<file path="config.mk">
export PLATFORM = sky130hd
export DESIGN_NAME = vga_timing_recover
export DESIGN_NICKNAME = d
export VERILOG_FILES = /design/src/rtl/vga_timing_recover.sv
export SDC_FILE = /design/constraint.sdc
export NUM_CORES = 1
export LEC_CHECK = 0
export ABC_CLOCK_PERIOD_IN_PS = 3200
export CAP_MARGIN = 30
export CELL_PAD_IN_SITES_DETAIL_PLACEMENT = 1
export CELL_PAD_IN_SITES_GLOBAL_PLACEMENT = 2
export CORE_MARGIN = 1
export CORE_UTILIZATION = 30
export DETAILED_ROUTE_END_ITERATION = 16
export GPL_TIMING_DRIVEN = 0
export PLACE_DENSITY_LB_ADDON = 0.1
export SLEW_MARGIN = 10
export SYNTH_ARGS = -nofsm -noshare
export SYNTH_HDL_FRONTEND = slang
export SYNTH_SLANG_ARGS = --single-unit
</file>
<file path="constraint.sdc">
create_clock -name clk -period 3.2 [get_ports clk]
set_input_delay 0.64 -clock clk [delete_from_list [all_inputs] [get_ports clk]]
set_output_delay 0.64 -clock clk [all_outputs]
set_load 0.01 [all_outputs]
</file>
<file path="src/rtl/vga_timing_recover.sv">
// Recovers pixel coordinates, data-enable, line/frame totals and lock from active-low VGA syncs.
// Optional macro VGA_RX_SYNC2FF_EN inserts a two-flop synchronizer on hsync_in/vsync_in.
module vga_timing_recover #(
  parameter int unsigned H_SYNC2ACT = 142,
  parameter int unsigned H_ACTIVE   = 640,
  parameter int unsigned V_SYNC2ACT = 35,
  parameter int unsigned V_ACTIVE   = 480
) (
  input  logic       clk,
  input  logic       rst,
  input  logic       pix_en,
  input  logic       hsync_in,
  input  logic       vsync_in,
  output logic [9:0] x,
  output logic [9:0] y,
  output logic       de,
  output logic       frame_start,
  output logic [9:0] htotal,
  output logic [9:0] vtotal,
  output logic       locked
);

  localparam logic [10:0] H_LO = 11'(H_SYNC2ACT);
  localparam logic [10:0] H_HI = 11'(H_SYNC2ACT + H_ACTIVE);
  localparam logic [10:0] V_LO = 11'(V_SYNC2ACT);
  localparam logic [10:0] V_HI = 11'(V_SYNC2ACT + V_ACTIVE);

  logic hs_s, vs_s;

`ifdef VGA_RX_SYNC2FF_EN
  logic [1:0] hs_sync_q, vs_sync_q;

  always_ff @(posedge clk or posedge rst) begin
    if (rst) begin
      hs_sync_q <= '1;
      vs_sync_q <= '1;
    end else begin
      hs_sync_q <= {hs_sync_q[0], hsync_in};
      vs_sync_q <= {vs_sync_q[0], vsync_in};
    end
  end

  assign hs_s = hs_sync_q[1];
  assign vs_s = vs_sync_q[1];
`else
  assign hs_s = hsync_in;
  assign vs_s = vsync_in;
`endif

  logic       hs_prev_q, hs_prev_d, vs_prev_q, vs_prev_d, vs_pend_q, vs_pend_d;
  logic [9:0] hpix_q, hpix_d, vline_q, vline_d;
  logic [9:0] htotal_q, htotal_d, vtotal_q, vtotal_d;
  logic       h_ok_q, h_ok_d, v_ok_q, v_ok_d, locked_q, locked_d;
  logic       de_q, de_d, fs_q, fs_d;
  logic [9:0] x_q, x_d, y_q, y_d;

  logic       hs_fall, vs_fall, origin, h_in, v_in;
  logic [9:0] hpix_inc, vline_inc;

  assign hs_fall   = pix_en & hs_prev_q & ~hs_s;
  assign vs_fall   = pix_en & vs_prev_q & ~vs_s;
  assign origin    = hs_fall & (vs_pend_q | vs_fall);
  assign hpix_inc  = hpix_q + 10'd1;
  assign vline_inc = vline_q + 10'd1;
  assign h_in      = ({1'b0, hpix_q} >= H_LO) && ({1'b0, hpix_q} < H_HI);
  assign v_in      = ({1'b0, vline_q} >= V_LO) && ({1'b0, vline_q} < V_HI);

  always_comb begin
    hs_prev_d = hs_prev_q;
    vs_prev_d = vs_prev_q;
    vs_pend_d = vs_pend_q;
    hpix_d    = hpix_q;
    vline_d   = vline_q;
    htotal_d  = htotal_q;
    vtotal_d  = vtotal_q;
    h_ok_d    = h_ok_q;
    v_ok_d    = v_ok_q;
    locked_d  = locked_q;
    fs_d      = 1'b0;
    if (pix_en) begin
      hs_prev_d = hs_s;
      vs_prev_d = vs_s;
      if (hs_fall) begin
        hpix_d    = '0;
        htotal_d  = hpix_inc;
        h_ok_d    = (hpix_inc == htotal_q);
        vs_pend_d = 1'b0;
        // Lock may only rise at the vertical origin; any line mismatch drops it at once.
        if (origin) begin
          vline_d  = '0;
          vtotal_d = vline_inc;
          v_ok_d   = (vline_inc == vtotal_q);
          fs_d     = 1'b1;
          locked_d = h_ok_d & v_ok_d;
        end else begin
          vline_d  = (vline_q == '1) ? vline_q : vline_inc;
          locked_d = locked_q & h_ok_d;
        end
      end else begin
        if (vs_fall) vs_pend_d = 1'b1;
        if (hpix_q != '1) hpix_d = hpix_inc;
        if (hpix_d == '1) begin
          h_ok_d   = 1'b0;
          v_ok_d   = 1'b0;
          locked_d = 1'b0;
        end
      end
    end
    de_d = locked_q & h_in & v_in;
    x_d  = de_d ? (hpix_q - 10'(H_SYNC2ACT)) : '0;
    y_d  = de_d ? (vline_q - 10'(V_SYNC2ACT)) : '0;
  end

  always_ff @(posedge clk or posedge rst) begin
    if (rst) begin
      hs_prev_q <= 1'b1;
      vs_prev_q <= 1'b1;
      vs_pend_q <= 1'b0;
      hpix_q    <= '0;
      vline_q   <= '0;
      htotal_q  <= '0;
      vtotal_q  <= '0;
      h_ok_q    <= 1'b0;
      v_ok_q    <= 1'b0;
      locked_q  <= 1'b0;
      de_q      <= 1'b0;
      fs_q      <= 1'b0;
      x_q       <= '0;
      y_q       <= '0;
    end else begin
      hs_prev_q <= hs_prev_d;
      vs_prev_q <= vs_prev_d;
      vs_pend_q <= vs_pend_d;
      hpix_q    <= hpix_d;
      vline_q   <= vline_d;
      htotal_q  <= htotal_d;
      vtotal_q  <= vtotal_d;
      h_ok_q    <= h_ok_d;
      v_ok_q    <= v_ok_d;
      locked_q  <= locked_d;
      de_q      <= de_d;
      fs_q      <= fs_d;
      x_q       <= x_d;
      y_q       <= y_d;
    end
  end

  assign x           = x_q;
  assign y           = y_q;
  assign de          = de_q;
  assign frame_start = fs_q;
  assign htotal      = htotal_q;
  assign vtotal      = vtotal_q;
  assign locked      = locked_q;

endmodule

</file>
### Word-level counts from Yosys, hierarchy flattened

Index checks and enable logic that the tools add are counted.

| word-level totals | value |
|---|---|
| output and inout port bits | 43 |
| register bits | 66 |
| input port bits | 5 |
| logic and storage cells | 63 |

| cells by class | value |
|---|---|
| eq/ne operators | 6 |
| bitwise operators | 12 |
| $lt $le $gt $ge | 4 |
| multiplexer cells | 16 |
| add/subtract/negate cells | 4 |
| reductions and logical operators | 9 |

Operators by type and width:

| kind | count |
|---|---|
| 10-bit two-way mux | 8 |
| 10-bit by 1-bit adder with 10-bit output, second input constant | 2 |
| 10-bit == test | 2 |
| 10-bit == test, second input constant | 2 |
| 10-bit < comparator, second input constant | 2 |
| 10-bit by 6-bit greater-or-equal comparator with 1-bit output, second input constant | 1 |
| 10-bit by 8-bit greater-or-equal comparator with 1-bit output, second input constant | 1 |
| 10-bit != test, second input constant | 1 |
| 10-bit by 6-bit subtractor with 10-bit output, second input constant | 1 |
| 10-bit by 8-bit subtractor with 10-bit output, second input constant | 1 |
| 1-bit bitwise AND | 9 |
| 1-bit two-way mux | 8 |
| 2-bit AND reduction | 3 |
| 3-bit AND reduction | 2 |
| 2-bit nonzero test | 2 |
| 1-bit logical AND | 2 |
| 2-bit != test, second input constant | 1 |
| 1-bit inverter | 2 |
| 1-bit OR | 1 |

### Longest topological paths before layout

| logic depth | value |
|---|---|
| depth in word-level cells | 7 |
| mapped depth | 9 |
| mapped depth without buffers | 7 |

### Worst setup path after synthesis

OpenSTA, ideal clock, no wires.

| timing | value |
|---|---|
| path type | register -> register |
| start point | register hpix_q[0] |
| end point | register locked_q, in the netlist locked |
| cell stages (with the launch flop) | 10 |
| clock period less this slack | 2.071 ns |
| setup time | 0.120 ns |
| slack | 1.129 ns |
| buffers on the path | 2 |
| data required time | 3.080 ns |
| arrival time | 1.952 ns |
| cells stage by stage | dfrtp_1 -> ha_1 -> and3_1 -> buf_6 -> and3_1 -> buf_6 -> nand3b_1 -> a311oi_1 -> a21oi_1 -> a31o_1 |

| on the way | value |
|---|---|
| cells in the longest elaborated chain, start to end | 7 |
| elaborated cells between the ends (all ways) | 13 |
| classes of those cells | add/sub: 1; eq/ne: 3; mux: 5; bitwise: 2; reduce/logical: 2 |

Ends and longest elaborated chain:

| element | line | source |
|---|---|---|
| start: declaration | 51 | `logic [9:0] hpix_q, hpix_d, vline_q, vline_d;` |
| start signal: assignment | 134 | `hpix_q <= hpix_d;` |
| 10-bit by 1-bit adder with 10-bit output or 10-bit != test (tied branches) | 63, 101 |  |
| 10-bit two-way mux | 101 | `if (hpix_q != '1) hpix_d = hpix_inc;` |
| 10-bit two-way mux | 83 | `if (hs_fall) begin` |
| 10-bit two-way mux | 80 | `if (pix_en) begin` |
| 10-bit == test | 102 | `if (hpix_d == '1) begin` |
| 2-bit nonzero test (no source line) | -- |  |
| 2-bit AND reduction (no source line) | -- |  |
| end signal: assignment | 140 | `locked_q <= locked_d;` |
| end: declaration | 53 | `logic h_ok_q, h_ok_d, v_ok_q, v_ok_d, locked_q, locked_d;` |

Several ways; a longest one is shown, not always the timed one. The select of a mux whose other input is x is not followed.
A chain may end at the register's enable or synchronous reset.

### Worst setup path after layout

| timing | value |
|---|---|
| start point | register hpix_q[1] |
| end point | register locked_q, in the netlist locked |

Same word-level chain as after synthesis.

==> results.sh <==
export IMPL_status="finished clean"
export IMPL_critical_path_peak_fanout=8
export IMPL_setup_worst_path_start_class="flop"
export IMPL_grt_setup_unrepaired="no"
export IMPL_worst_skew_pair_late_latency_ns=0.34
export IMPL_clock_power_share_pct=36.6
export IMPL_layout_drive_gt1_share_pct=11.41
export IMPL_yosys_most_used_dff="sky130_fd_sc_hd__dfrtp_1"
export IMPL_critical_path_required_ns=3.48
export IMPL_tritoncts="built"
export IMPL_cts_setup_buffers=0
export IMPL_area_used_by_multi_input_combinational_logic_mm2=0.001886
export IMPL_slew_headroom_pct=54.00
export IMPL_design_power_total_mw=3.104
export IMPL_timing_worst_setup_path_type="flop to flop"
export IMPL_core_area_mm2=0.01211
export IMPL_crit_buf_inv=1
export IMPL_number_of_global_route_vias_before_repair=3371
export IMPL_die_w_um=114.1
export IMPL_clock_sinks=66
export IMPL_dp_hpwl_mm=8.186
export IMPL_cellLeakagePower_nw=2.094
export IMPL_hold_path_class="flop to flop"
export IMPL_synthesis_nets=426
export IMPL_timing_critical_path_cells="ha_1, clkbuf_1, nand2_1, nor3_2, o32ai_1, a221oi_1, and3_1, a31o_1"
export IMPL_seq_area_frac_synth_pct=43.88
export IMPL_syn2layout_area_growth_pct=27.51
export IMPL_hold_violations=0
export IMPL_critical_path_max_stage_delay_ns=0.48
export IMPL_initialDrtViolationCount=132
export IMPL_synth_edf_count=0
export IMPL_power_per_cell_area_mw_per_mm2=645.7
export IMPL_holdPathEnd="vtotal[0]"
export IMPL_routabilityCongestion=0.8016
export IMPL_initial_core_util_pct=31.13
export IMPL_fmaxAchievable_mhz=395.9
export IMPL_max_cap_violations=0
export IMPL_place_port_buffers=47
export IMPL_register_share_of_total_power_pct=34.3
export IMPL_power_share_combinational_pct=29.0
export IMPL_min_path_cells=2
export IMPL_detail_route_drc_violations=0
export IMPL_vdd_drop_max_mv=0.2537
export IMPL_die_outline_area_mm2=0.01302
export IMPL_intPower_mw=2.100
export IMPL_postSynth_asyncResetShare_pct=100.0
export IMPL_reg2reg_setup_slack_ns=0.67
export IMPL_tns_ns=0
export IMPL_end_of_the_worst_register_to_register_path="locked"
export IMPL_worst_setup_path_end_kind="flop"
export IMPL_mostFrequentLayoutCell="sky130_fd_sc_hd__dfrtp_1"
export IMPL_power_switching_mw=1.004
export IMPL_worstPathArrival_ns=2.81
export IMPL_skew_ns=0.006625
export IMPL_yosys_warning_count=0
export IMPL_cts_buffers_inserted=9
export IMPL_dr_total_vias=3241
export IMPL_worst_slew_pin_transition_ns=0.6867
export IMPL_nFillCells=1416
export IMPL_number_of_library_cell_types_mapped_by_synthesis=64
export IMPL_drt_pre_antenna_iters=4
export IMPL_most_common_layout_cells="64 x sky130_fd_sc_hd__dfrtp_1, 51 x sky130_fd_sc_hd__nand2_1, 47 x sky130_fd_sc_hd__clkdlybuf4s50_1, 39 x sky130_fd_sc_hd__o21ai_0, 36 x sky130_fd_sc_hd__nor2_1"
export IMPL_routed_wire_length_per_instance_um=17.26
export IMPL_report_final_slew_viol_count=0
export IMPL_layout_min_cycle_time_ns=2.526
export IMPL_antenna_found_initial=0
export IMPL_synth_area_per_cell_um2=9.019
export IMPL_worstRegToRegCells=8
export IMPL_critical_path_depth=8
export IMPL_num_antenna_cells=0
export IMPL_synth_ff_latch_count=66
export IMPL_routed_wirelength_mm=11.22
export IMPL_track_usage_pct=19.04
export IMPL_cts_root_buffer="sky130_fd_sc_hd__clkbuf_16"
export IMPL_regToRegStartpoint="hpix_q[1]"
export IMPL_clkSlewWorstSetupHoldPaths_ns=0.06
export IMPL_area_sequential_mm2=0.001654
export IMPL_htreeDepth=3
export IMPL_holdCritStartpoint="vtotal[0]"
export IMPL_core_rowCount=40
export IMPL_cpLargestDelayFamily="simple AND/OR/NAND/NOR gates"
export IMPL_drt_antenna_violating_nets=0
export IMPL_grt_ovfl_total=0
export IMPL_die_height_um=114.1
export IMPL_clockBufferDepth=2
export IMPL_final_net_count=485
export IMPL_grt_max_degree=37
export IMPL_syn_inst=418
export IMPL_switching_share_pct=32.33
export IMPL_first_pass_grt_wire_length_mm=18.72
export IMPL_synth_cell_area_mm2=0.003770
export IMPL_pin_count=48
export IMPL_period_share_pct=78.93
export IMPL_setup_viol=0
export IMPL_cts_hold_repair_buffers=0
export IMPL_critical_path_slowest_cell="sky130_fd_sc_hd__dfrtp_1"
export IMPL_via_to_cell_ratio=4.986
export IMPL_post_cts_resized=0
-- worst min-delay path: stages (launching register included) --
cell and delay, ns:
sky130_fd_sc_hd__dfrtp_1 0.38, sky130_fd_sc_hd__nand2_1 0.05, sky130_fd_sc_hd__o21ai_0 0.06
-- kinds of logic (layout without fill, tap and decap cells) --
kind of cell	Yosys count	count (layout)	synth area share (%)
XOR/XNOR	42	42	9.758
AO/OA/AOI/OAI	100	100	16.83
flip-flops	66	66	43.88
adder cells (fa/ha/maj)	4	4	1.261
AND/OR/NAND/NOR	155	155	21.01
multiplexers	4	4	1.162
buffers and inverters	47	111	6.107
-- worst max path at each step --
stage | slack (ns) | endpoint | start
after floorplan | 0.91 | de | rst
after global placement | -0.48 | vtotal[1] | rst
after detailed placement | 0.34 | vtotal[4] | pix_en
after CTS | 0.70 | vline_q[8] | vsync_in
after global routing | 0.43 | vtotal[4] | pix_en
final | 0.67 | locked | hpix_q[1]
-- per-layer routing --
layer	track usage (%)	vias up	routed length, um
met2	27.64	55	4783
li1	-	1557	-
met5	0	-	0
met3	3.335	10	360
met1	28.13	1619	5906
met4	7.013	0	168
-- final cells by class --
type | instances | area share, %
Sequential cell | 66 | 34.41
Buffer | 33 | 3.696
Inverter | 14 | 1.145
Clock inverter | 6 | 2.186
Timing Repair Buffer | 48 | 10.20
Tap cell | 168 | 4.373
Clock buffer | 10 | 4.763
Multi-Input combinational cell | 305 | 39.22
-- registers in the layout, summed over array words and instances (netlist names) --
register and cells:
vtotal 10, y 10, x 10, locked 1, vs_pend_q 1, frame_start 1, vs_prev_q 1, vline_q 10
hs_prev_q 1, htotal 10, hpix_q 10, de 1
-- metrics by stage --
| step | util (%) | area [um^2] | instances | worst slack (ns) | hold WS (ns) |
|---|---|---|---|---|---|
| 2_1_floorplan | - | 3770 | 418 | 0.9085 | 0.4926 |
| 6_report | 39.69 | 4807 | 650 | 0.6741 | 0.5297 |
| 4_1_cts | 39.69 | 4807 | 650 | 0.7005 | 0.5383 |
| 5_1_grt | 39.69 | 4807 | 650 | 0.4328 | 0.5577 |
| 3_5_place_dp | 36.93 | 4473 | 634 | 0.3363 | 0.5258 |
| 3_3_place_gp | 36.75 | 4451 | 633 | -0.4810 | 0.5150 |
-- cells in the mapped netlist, types with 3 or more instances --
cell type	n	area (um^2)
sky130_fd_sc_hd__buf_4	3	22.52
sky130_fd_sc_hd__nand2_1	51	191.4
sky130_fd_sc_hd__o21ai_0	39	195.2
sky130_fd_sc_hd__clkbuf_1	14	52.55
sky130_fd_sc_hd__buf_2	9	45.04
sky130_fd_sc_hd__and2_1	4	25.02
sky130_fd_sc_hd__xor2_1	12	105.1
sky130_fd_sc_hd__a311oi_1	3	26.28
sky130_fd_sc_hd__nand4_1	3	18.77
sky130_fd_sc_hd__nor2b_1	4	25.02
sky130_fd_sc_hd__nor2_1	36	135.1
sky130_fd_sc_hd__a21oi_1	24	120.1
sky130_fd_sc_hd__nand2b_1	4	25.02
sky130_fd_sc_hd__xnor2_1	30	262.8
sky130_fd_sc_hd__buf_6	4	45.04
sky130_fd_sc_hd__nand3b_1	5	37.54
sky130_fd_sc_hd__nand3_1	16	80.08
sky130_fd_sc_hd__o31ai_1	5	37.54
sky130_fd_sc_hd__nor3_1	7	35.03
sky130_fd_sc_hd__inv_1	14	52.55
sky130_fd_sc_hd__and3_1	10	62.56
sky130_fd_sc_hd__ha_1	3	37.54
sky130_fd_sc_hd__dfrtp_1	64	1602
sky130_fd_sc_hd__a31oi_1	4	25.02
sky130_fd_sc_hd__mux2_2	3	33.78
-- power by group through the flow --
stage / Combinational [mW] / Sequential (mW) / Clock (mW)
2_1_floorplan: 0.565 / 1.07 / 0
4_1_cts: 0.908 / 1.07 / 1.17
3_3_place_gp: 0.880 / 1.08 / 0
3_5_place_dp: 0.898 / 1.08 / 0
5_1_grt: 1.01 / 1.08 / 1.20
6_report: 0.901 / 1.07 / 1.14
(Power assumes the default switching activity.)
